--- config.mk ---
export PLATFORM = sky130hd
export DESIGN_NAME = arb_rr4_ctrl_flat
export DESIGN_NICKNAME = d
export VERILOG_FILES = /design/src/rtl/arb_rr4_ctrl_if.sv /design/src/rtl/arb_rr4_ctrl.sv /design/src/flat_wrapper.sv
export SDC_FILE = /design/constraint.sdc
export NUM_CORES = 1
export LEC_CHECK = 0
export ABC_AREA = 1
export CAP_MARGIN = 40
export CORE_MARGIN = 2
export CORE_UTILIZATION = 47
export DETAILED_ROUTE_END_ITERATION = 7
export GPL_TIMING_DRIVEN = 0
export PLACE_DENSITY_LB_ADDON = 0.3
export SLEW_MARGIN = 20
export SYNTH_ARGS = -nofsm -noshare
export SYNTH_HDL_FRONTEND = slang
export SYNTH_SLANG_ARGS = --single-unit
export TNS_END_PERCENT = 20
--- constraint.sdc ---
create_clock -name clk -period 1.4 [get_ports clk]
set_input_delay 0.21 -clock clk [delete_from_list [all_inputs] [get_ports clk]]
set_output_delay 0.21 -clock clk [all_outputs]
set_load 0.01 [all_outputs]
--- src/rtl/arb_rr4_ctrl_if.sv ---
// rtl/arb_rr4_ctrl_if.sv - request/grant bundle between four clients and the arbiter
//
// Purpose: groups the client-side request lines, mode/done controls and the
//          arbiter's grant/status outputs into one bundle.
// Signals:
//   req[3:0]     client request lines, one per client
//   mode         0 = round-robin, 1 = fixed priority (index 3 highest)
//   done         completion pulse from the shared resource for the current owner
//   gnt[3:0]     one-hot grant, zero when no owner
//   gnt_id[1:0]  binary index of the owner, valid while gnt_valid is high
//   gnt_valid    high whenever gnt is non-zero
//   timeout      one-cycle pulse when the hold limit revokes a grant
//   busy         high while a grant is active or in the turnaround cycle
// Modports:
//   master  client/resource side (drives req, mode, done)
//   slave   arbiter side (drives gnt, gnt_id, gnt_valid, timeout, busy)

interface arb_rr4_ctrl_if;
    logic [3:0] req;
    logic       mode;
    logic       done;
    logic [3:0] gnt;
    logic [1:0] gnt_id;
    logic       gnt_valid;
    logic       timeout;
    logic       busy;

    modport master (
        output req, mode, done,
        input  gnt, gnt_id, gnt_valid, timeout, busy
    );

    modport slave (
        input  req, mode, done,
        output gnt, gnt_id, gnt_valid, timeout, busy
    );
endinterface

--- src/rtl/arb_rr4_ctrl.sv ---
// rtl/arb_rr4_ctrl.sv - four-requester arbiter with round-robin/fixed priority and hold limit
//
// Purpose: grants exclusive ownership of one shared resource to one of four
//          clients. The grant is held until done, until the owner drops its
//          request, or until MAX_HOLD cycles have elapsed.
// Parameters:
//   MAX_HOLD  maximum cycles a grant may be held (1..255)
//   CNT_W     hold counter width, 2**CNT_W > MAX_HOLD
// Ports:
//   clk    rising-edge clock
//   rst_n  synchronous active-low reset
//   bus    arb_rr4_ctrl_if.slave: req/mode/done in, gnt/gnt_id/gnt_valid/timeout/busy out

module arb_rr4_ctrl #(
    parameter int MAX_HOLD = 15,
    parameter int CNT_W    = 8
) (
    input  logic                 clk,
    input  logic                 rst_n,
    arb_rr4_ctrl_if.slave        bus
);

    typedef enum logic [1:0] {
        ST_IDLE = 2'd0,
        ST_BUSY = 2'd1,
        ST_REL  = 2'd2
    } state_t;

    localparam logic [CNT_W-1:0] HOLD_LIMIT = CNT_W'(MAX_HOLD);
    localparam logic [CNT_W-1:0] CNT_ONE    = CNT_W'(1);

    state_t           state_q, state_d;
    logic [3:0]       gnt_q, gnt_d;
    logic [1:0]       gnt_id_q, gnt_id_d;
    logic             gnt_valid_q, gnt_valid_d;
    logic             timeout_q, timeout_d;
    logic             busy_q, busy_d;
    logic [1:0]       ptr_q, ptr_d;
    logic [CNT_W-1:0] hold_cnt_q, hold_cnt_d;

    logic [1:0]       fix_win;
    logic [1:0]       rr_win;
    logic             rr_found;
    logic [1:0]       win;
    logic             rel_done;
    logic             rel_abandon;
    logic             rel_limit;

    // Fixed priority: later (higher) indices overwrite earlier ones, so the
    // highest set bit wins.
    always_comb begin
        fix_win = 2'd0;
        for (int k = 0; k < 4; k++) begin
            if (bus.req[k]) begin
                fix_win = 2'(k);
            end
        end
    end

    // Round-robin: scan ptr, ptr+1, ... with 2-bit wraparound; first hit wins.
    always_comb begin
        rr_win   = ptr_q;
        rr_found = 1'b0;
        for (int k = 0; k < 4; k++) begin
            if (!rr_found && bus.req[ptr_q + 2'(k)]) begin
                rr_win   = ptr_q + 2'(k);
                rr_found = 1'b1;
            end
        end
    end

    assign win = bus.mode ? fix_win : rr_win;

    // Release causes, evaluated in priority order: done, then abandon, then limit.
    assign rel_done    = bus.done;
    assign rel_abandon = !bus.req[gnt_id_q];
    assign rel_limit   = (hold_cnt_q == HOLD_LIMIT);

    always_comb begin
        state_d     = state_q;
        gnt_d       = gnt_q;
        gnt_id_d    = gnt_id_q;
        gnt_valid_d = gnt_valid_q;
        timeout_d   = 1'b0;
        ptr_d       = ptr_q;
        hold_cnt_d  = hold_cnt_q;

        case (state_q)
            ST_IDLE: begin
                if (bus.req != 4'b0000) begin
                    state_d     = ST_BUSY;
                    gnt_d       = 4'b0001 << win;
                    gnt_id_d    = win;
                    gnt_valid_d = 1'b1;
                    hold_cnt_d  = CNT_ONE;
                end
            end
            ST_BUSY: begin
                if (rel_done || rel_abandon || rel_limit) begin
                    state_d     = ST_REL;
                    gnt_d       = 4'b0000;
                    gnt_valid_d = 1'b0;
                    hold_cnt_d  = '0;
                    ptr_d       = gnt_id_q + 2'd1;
                    // Only flag a timeout when neither higher-priority cause applies.
                    timeout_d   = !rel_done && !rel_abandon;
                end else if (hold_cnt_q < HOLD_LIMIT) begin
                    hold_cnt_d = hold_cnt_q + CNT_ONE;
                end
            end
            ST_REL: begin
                state_d = ST_IDLE;
            end
            default: begin
                state_d     = ST_IDLE;
                gnt_d       = 4'b0000;
                gnt_valid_d = 1'b0;
                hold_cnt_d  = '0;
            end
        endcase

        busy_d = (state_d != ST_IDLE);
    end

    always_ff @(posedge clk) begin
        if (!rst_n) begin
            state_q     <= ST_IDLE;
            gnt_q       <= 4'b0000;
            gnt_id_q    <= 2'd0;
            gnt_valid_q <= 1'b0;
            timeout_q   <= 1'b0;
            busy_q      <= 1'b0;
            ptr_q       <= 2'd0;
            hold_cnt_q  <= '0;
        end else begin
            state_q     <= state_d;
            gnt_q       <= gnt_d;
            gnt_id_q    <= gnt_id_d;
            gnt_valid_q <= gnt_valid_d;
            timeout_q   <= timeout_d;
            busy_q      <= busy_d;
            ptr_q       <= ptr_d;
            hold_cnt_q  <= hold_cnt_d;
        end
    end

    assign bus.gnt       = gnt_q;
    assign bus.gnt_id    = gnt_id_q;
    assign bus.gnt_valid = gnt_valid_q;
    assign bus.timeout   = timeout_q;
    assign bus.busy      = busy_q;

endmodule

--- src/flat_wrapper.sv ---
// flat-port wrapper written by rule: the top's interface ports become plain ports
module arb_rr4_ctrl_flat 
#(
    parameter int MAX_HOLD = 15,
    parameter int CNT_W    = 8
)
  (clk, rst_n, bus_req, bus_mode, bus_done, bus_gnt, bus_gnt_id, bus_gnt_valid, bus_timeout, bus_busy);
  arb_rr4_ctrl_if bus_i ();
  input  logic clk;
  input  logic rst_n;
  input wire logic [$bits(bus_i.req)-1:0] bus_req;
  input wire logic [$bits(bus_i.mode)-1:0] bus_mode;
  input wire logic [$bits(bus_i.done)-1:0] bus_done;
  output wire logic [$bits(bus_i.gnt)-1:0] bus_gnt;
  output wire logic [$bits(bus_i.gnt_id)-1:0] bus_gnt_id;
  output wire logic [$bits(bus_i.gnt_valid)-1:0] bus_gnt_valid;
  output wire logic [$bits(bus_i.timeout)-1:0] bus_timeout;
  output wire logic [$bits(bus_i.busy)-1:0] bus_busy;
  assign bus_i.req = bus_req;
  assign bus_i.mode = bus_mode;
  assign bus_i.done = bus_done;
  assign bus_gnt = bus_i.gnt;
  assign bus_gnt_id = bus_i.gnt_id;
  assign bus_gnt_valid = bus_i.gnt_valid;
  assign bus_timeout = bus_i.timeout;
  assign bus_busy = bus_i.busy;
  arb_rr4_ctrl #(.MAX_HOLD(MAX_HOLD), .CNT_W(CNT_W)) u_core (.clk(clk), .rst_n(rst_n), .bus(bus_i));
endmodule
==> run summary, run 1 <==
Status: finished, violations left
Failing checks: negative setup slack
Post-synth cell types: 29
Critical path fanouts, max: 8
Synthesized netlist net count: 210
Drt pass-1 iters: 4
Comb pwr share: 47.7%
Worst Path Required: 1.58 ns
CTS tree: done
Switch share: 40.90%
Final setup vio count: 10
Vias: 1317
Worst R2R Setup Slack: -0.20 ns
Drt wl/cell: 10.79 um
Post-CTS Hold Buffers: 0
Slew Viols, Final: 0
Setup TNS: -1.193 ns
Int Pwr: 1.128 mW
WP data arrival: 1.78 ns
CTS H-Tree Depth: 1
Max Buffers Root-to-Sink: 2
Final HPWL DP: 2001 um
Nets: 236
Top_reg_cell synth: dfxtp_1
Initial antenna violation count: 0
Startpoint Class: flop
Clock skew: 0.01150 ns
Syn Inst Count: 201
Worst-Margin Slew: 0.5334 ns
CTS Root Cell: clkbuf_4
Synthesized area: 0.001343 sq mm
Non-Filler Instances: 257
Die ar.: 0.003300 sq mm
Die width: 57.45 um
CP peak stage delay: 0.38 ns
Worst setup margin: -0.1995 ns
Most common cell on crit path: nand2_2
Post-synthesis sequential area ratio: 31.31%
Critical path capture point type: flop
Clock input transition at the sequential cells of the worst setup and hold paths: 0.11 ns
RSZ-0062 raised after global routing: true
DRT Wirelength: 2772 um
Ys async rst share: 0%
Starting DRC count in detailed routing: 36
Worst-Skew Late Latency: 0.31 ns
Max frequency: 0.6252 GHz
Psw: 0.7804 mW
CP Class: reg2reg
Slowest cell on crit path: dfxtp_2
Pwr/cell area: 1113 mW/mm^2
Tot Pwr: 1.908 mW
Final Hold Viols: 0
Clock sinks: 21
Clk network pwr share: 15.2%
Sequential cell area: 430.4 sq um
Initial Util: 49.11%
Leak pwr: 0.8386 nW
RePlAce Congestion: 0.8072
First-pass GRT wire length: 4857 um
Hold Crit Class: reg2reg
Final ANT Viol Nets: 0
Placed cells: 248
Mapped Avg Cell Area: 6.679 sq um
# rows: 19
Number of top-level pins: 17
Number of global-route vias before repair: 1189
Largest net degree at the start of global routing: 12
Share of cells above drive strength 1: 29.65%
EDFF count, synth: 0
Crit-path cells: inv_2 > buf_6 > nand2_2 > nand2_2 > nand2_4 > nand2_8 > nor2_8 > nand2_4 > nand2_2 > nand3_1 > nand2_1 > nor2_2 > nand2_1 > a21oi_2
Total CTS buffers: 3
GRT Util Overall: 18.57%
Final period util: 114.2%
Warnings from Yosys: 0
Vias per cell: 5.125
Max IR drop VDD: 826.5 uV
Max Cap Viol: 0
CORE AREA: 0.002734 sq mm
Flop pwr share: 37.1%
DRC errors left: 0
Global route total overflow: 0
Minimum clock period: 1.599 ns
P&R area growth vs syn: 27.68%
Die span in y: 57.45 um
FILL cells: 247
ANT cells: 0
Area occupied by multi-input gates: 892.1 sq um
Port bufs: 16
Yosys reg bits: 21
Worst relative slew slack: 64.44%
registers in the layout (all words and copies together), names as in the netlist:
name,count
u_core.bus.gnt,4
u_core.bus.gnt_valid,1
u_core.bus.busy,1
u_core.bus.gnt_id,2
u_core.ptr_q,2
u_core.state_q,2
u_core.bus.timeout,1
u_core.hold_cnt_q,8
per-layer routing:
metal | up-vias | part of all wire (%) | global-route usage (%)
li1 | 697 | - | -
met2 | 19 | 44 | 29.22
met4 | 0 | 0.83 | 5.980
met3 | 4 | 3.6 | 4.762
met1 | 597 | 51 | 24.83
met5 | - | 0 | 0
layout by cell type (no fill, tap or decap):
cell | Yosys | final
inv_4 | 1 | 1
dfxtp_1 | 21 | 15
dlygate4sd2_1 | 0 | 7
nor3b_2 | 0 | 1
xor2_1 | 1 | 1
ha_2 | 0 | 1
nor3_1 | 6 | 6
dfxtp_2 | 0 | 5
a21oi_1 | 8 | 8
inv_2 | 2 | 3
buf_6 | 1 | 3
inv_1 | 21 | 20
nor2_4 | 0 | 1
o211ai_1 | 1 | 1
clkbuf_4 | 0 | 3
o21ai_2 | 0 | 1
nor4_4 | 0 | 1
nor2_8 | 1 | 1
nand2_8 | 1 | 1
nand4_1 | 2 | 2
nand3_1 | 21 | 18
buf_4 | 1 | 4
clkbuf_1 | 1 | 2
dlymetal6s2s_1 | 0 | 4
a31oi_1 | 2 | 2
nand2_2 | 8 | 17
nand3_2 | 3 | 6
clkdlybuf4s50_1 | 0 | 5
nand2_1 | 65 | 54
dfxtp_4 | 0 | 1
clkinv_2 | 0 | 1
nor2_2 | 3 | 4
nand2_4 | 6 | 8
o21ai_1 | 2 | 2
a21oi_2 | 4 | 4
o21ai_0 | 7 | 6
nor2_1 | 8 | 6
synthesized netlist by cell type (2+ instances only):
library cell / instances / area (sq um)
nand2_1: 65 / 244.0
dfxtp_1: 21 / 420.4
inv_1: 21 / 78.83
nand3_1: 21 / 105.1
a21oi_1: 8 / 40.04
nand2_2: 8 / 50.05
nor2_1: 8 / 30.03
o21ai_0: 7 / 35.03
nand2_4: 6 / 67.56
nor3_1: 6 / 30.03
a21oi_2: 4 / 35.03
nand3_2: 3 / 30.03
nor2_2: 3 / 18.77
a31oi_1: 2 / 12.51
inv_2: 2 / 7.510
nand4_1: 2 / 12.51
o21ai_1: 2 / 10.01
layout make-up:
| cell class | instances | share of cell area [%] |
|---|---|---|
| Timing Repair Buffer | 21 | 11.82 |
| Sequential cell | 21 | 25.11 |
| Buffer | 3 | 1.533 |
| Tap cell | 31 | 2.263 |
| Clock buffer | 4 | 1.533 |
| Inverter | 25 | 5.693 |
| Multi-Input combinational cell | 152 | 52.04 |
final timing paths:
check,from,to,cells after the start
setup / recovery,u_core.ptr_q[0],u_core.bus.gnt[3],14
setup reg to reg,u_core.ptr_q[0],u_core.bus.gnt[3],14
hold / removal,u_core.hold_cnt_q[5],u_core.hold_cnt_q[5],2
hold reg to reg,u_core.hold_cnt_q[5],u_core.hold_cnt_q[5],2
power groups by stage:
stage	clock (mW)	combinational, mW	sequential (mW)
2_1_floorplan	0	0.612	0.728
4_1_cts	0.305	0.882	0.705
3_3_place_gp	0	0.814	0.720
3_5_place_dp	0	0.818	0.721
6_report	0.290	0.911	0.707
5_1_grt	0.325	1.01	0.716
cell families (layout without fill, tap and decap cells):
kind of cell,after synthesis,in the layout,share of synthesized area [%]
simple gates,126,126,47.81
buf+inv,28,53,8.854
compound gates,24,24,10.44
flops,21,21,31.31
fa+ha+maj,1,1,0.9318
xor+xnor,1,1,0.6525
metrics by stage:
step	cell area, sq um	hold slack [ns]	worst slack (ns)	utilization [%]
after floorplan	1354	0.3409	-0.08349	-
after global placement	1553	0.4280	-0.6271	56.80
after detailed placement	1553	0.4334	-0.6568	56.80
after CTS	1669	0.4502	-0.1940	61.05
after global routing	1714	0.4892	-0.3086	62.70
final	1714	0.4555	-0.1995	62.70
worst max-delay path: cells and delay by family, from the launching register on:
kind / cells / cell delay, ns
and+or+nand+nor: 11 / 0.83
DFF: 1 / 0.38
AOI/OAI and AO/OA: 1 / 0.05
buffers and inverters: 2 / 0.20
repair_timing:
item                       4_1_cts  5_1_grt
resized for setup               25       17
setup endpoints to repair       22       26
pin swaps                       10        4
buffers inserted                 5        0
Note: power is estimated with default switching activity, not from simulation.
==> run 2: changes to the inputs <==
ABC_AREA = 0   (was 1)
CTS_CLUSTER_DIAMETER = 50   (was unset)
==> run summary, run 2 <==
Status: finished, violations left
Failing checks: negative setup slack
Top_reg_cell synth: dfxtp_1
Post-CTS Hold Buffers: 0 (unchanged)
Slew Viols, Final: 0 (unchanged)
Clock input transition at the sequential cells of the worst setup and hold paths: 0.12 ns (about the same)
Non-Filler Instances: 169 (-34%)
Nets: 151 (-36%)
Synthesized area: 0.001094 sq mm (-19%)
Mapped Avg Cell Area: 9.509 sq um (+42%)
Post-synthesis sequential area ratio: 38.44% (+7.1 points)
Starting DRC count in detailed routing: 23 (-36%)
DRT Wirelength: 2654 um (-4.3%)
Minimum clock period: 1.665 ns (+0.06533 ns)
Final period util: 118.9% (+4.7 points)
EDFF count, synth: 0 (unchanged)
Final setup vio count: 18 (+8)
CTS Root Cell: clkbuf_4
Vias: 1002 (-24%)
Die span in y: 52.24 um (-9.1%)
Startpoint Class: flop
Post-synth top area share: 38.44% (+7.1 points)
Yosys top cell by area: dfxtp_1
Warnings from Yosys: 0 (unchanged)
Ys async rst share: 0% (unchanged)
CP Class: reg2reg
Max Cap Viol: 0 (unchanged)
Drt wl/cell: 15.70 um (+46%)
Syn Inst Count: 115 (-43%)
Clock sinks: 21 (unchanged)
Synthesized netlist net count: 124 (-41%)
GRT Util Overall: 22.03% (+3.5 points)
Tot Pwr: 1.360 mW (-29%)
Max IR drop VDD: 716.9 uV (-13%)
ANT cells: 0 (unchanged)
Worst-Skew Late Latency: 0.31 ns (about the same)
Top-count cell post-synth: dfxtp_1
Number of global-route vias before repair: 990 (-17%)
RSZ-0062 raised after global routing: true
Hold Crit Class: in2reg
Final Hold Viols: 0 (unchanged)
Worst relative slew slack: 65.45% (+1.0 points)
Global route total overflow: 0 (unchanged)
Critical path fanouts, max: 5 (-3)
Die ar.: 0.002729 sq mm (-17%)
Initial Util: 49.43% (+0.33 points)
Worst Path Required: 1.61 ns (+0.03 ns)
Post-synth top cells: 21 x dfxtp_1, 6 x a21oi_1, 6 x inv_1, 6 x nand2_1, 5 x a31oi_1
Min Hold Slack: 0.2428 ns (-0.2126 ns)
Area post-placement: 0.001297 sq mm (-16%)
Final core area utilization: 64.99% (+2.3 points)
# rows: 17 (-2)
P&R area growth vs syn: 31.46%
Leak pwr: 0.6258 nW (-25%)
Drt pass-1 iters: 4 (unchanged)
Final ANT Viol Nets: 0 (unchanged)
DRC errors left: 0 (unchanged)
WP data arrival: 1.88 ns (+0.10 ns)
Fin area: 0.001438 sq mm (-16%)
Number of flip-flops in the largest register: 8 (unchanged)
Commonest non-fill, non-tap cell in the layout: dfxtp_1
First-pass GRT wire length: 4464 um (-8.1%)
Largest net degree at the start of global routing: 13 (+1)
Most frequent cells in the layout: 16 x dfxtp_1, 11 x dlygate4sd2_1, 7 x buf_4, 6 x inv_1, 6 x nand2_1
Number of top-level pins: 17 (unchanged)
Pwr/cell area: 946.1 mW/mm^2 (-15%)
Final HPWL DP: 1728 um (-14%)
CTS tree: done
Max frequency: 0.6007 GHz (-3.9%)
Post-synth cell types: 47 (+62%)
Setup TNS: -3.659 ns (-2.467 ns)
Worst-Margin Slew: 0.5154 ns (-0.01801 ns)
Vias per cell: 5.929 (+16%)
CTS H-Tree Depth: 1 (unchanged)
Die width: 52.24 um (-9.1%)
Synth area leaders: dfxtp_1 38%, a31oi_1 2.9%, a21oi_1 2.7%
Yosys reg bits: 21 (unchanged)
Critical path capture point type: flop
CORE AREA: 0.002212 sq mm (-19%)
Worst R2R Setup Slack: -0.26 ns (-0.07 ns)
Total CTS buffers: 3 (unchanged)
Clock skew: 0.007737 ns (-0.003764 ns)
Port bufs: 15 (-1)
Most flop-heavy register: u_core.hold_cnt_q
Worst setup margin: -0.2648 ns (-0.06533 ns)
FILL cells: 199 (-19%)
Initial antenna violation count: 0 (unchanged)
RePlAce Congestion: 0.8029 (-0.53%)
Placed cells: 158 (-36%)
Max Buffers Root-to-Sink: 2 (unchanged)
Share of cells above drive strength 1: 27.66% (-2.0 points)
Post-place setup slack: -0.6359 ns (+0.02083 ns)
run 2: what timing repair did:
item,CTS,global route
pin swaps,11,5
hold endpoints to repair,0,0
endpoints found under the setup margin,27,22
resized for setup,21,7
setup buffers,6,1
run 2: critical path: stages, from the launching register on:
cell and delay [ns]:
dfxtp_2 0.34, or4_4 0.57, o21a_1 0.24, nand3_4 0.12, nand2_4 0.08, a22o_1 0.22
run 2: final timing paths:
check	startpoint	to	cells past startpoint
setup / recovery	u_core.hold_cnt_q[7]	u_core.bus.gnt[2]	5
setup reg to reg	u_core.hold_cnt_q[7]	u_core.bus.gnt[2]	5
hold reg to reg	u_core.bus.gnt[0]	u_core.bus.gnt[0]	1
hold / removal	rst_n	u_core.hold_cnt_q[1]	3
run 2: final cells by class:
cell class | count | area [sq um] | area share, %
multi-input cells | 86 | 718.2 | 49.96
flip-flops and latches | 21 | 431.7 | 30.03
repair buffers | 22 | 193.9 | 13.49
well taps | 28 | 35.03 | 2.437
clock buffers | 3 | 22.52 | 1.567
inverters | 6 | 22.52 | 1.567
plain buffers | 2 | 8.758 | 0.6092
clock inverters | 1 | 5.005 | 0.3481
run 2: cell families after synthesis:
family                   synth area share (%)
AO/OA/AOI/OAI                           30.67
AND/OR/NAND/NOR                         21.28
flip-flops                              38.44
buffers and inverters                   2.859
multiplexers                            4.805
XOR/XNOR                               0.8011
adder cells (fa/ha/maj)                 1.144
run 2: routing by layer:
layer	track usage, %	vias up	share of wire, %
met3	6.857	4	4.9
met5	0	-	0
li1	-	491	-
met2	36.29	29	51
met1	27.99	478	43
met4	5.556	0	1.4
run 2: power breakdown:
group	internal [mW]	leakage [nW]	total [mW]	switching (mW)
Combinational	0.177	0.434	0.372	0.195
Sequential	0.645	0.174	0.690	0.0454
Clock	0.107	0.0177	0.298	0.191
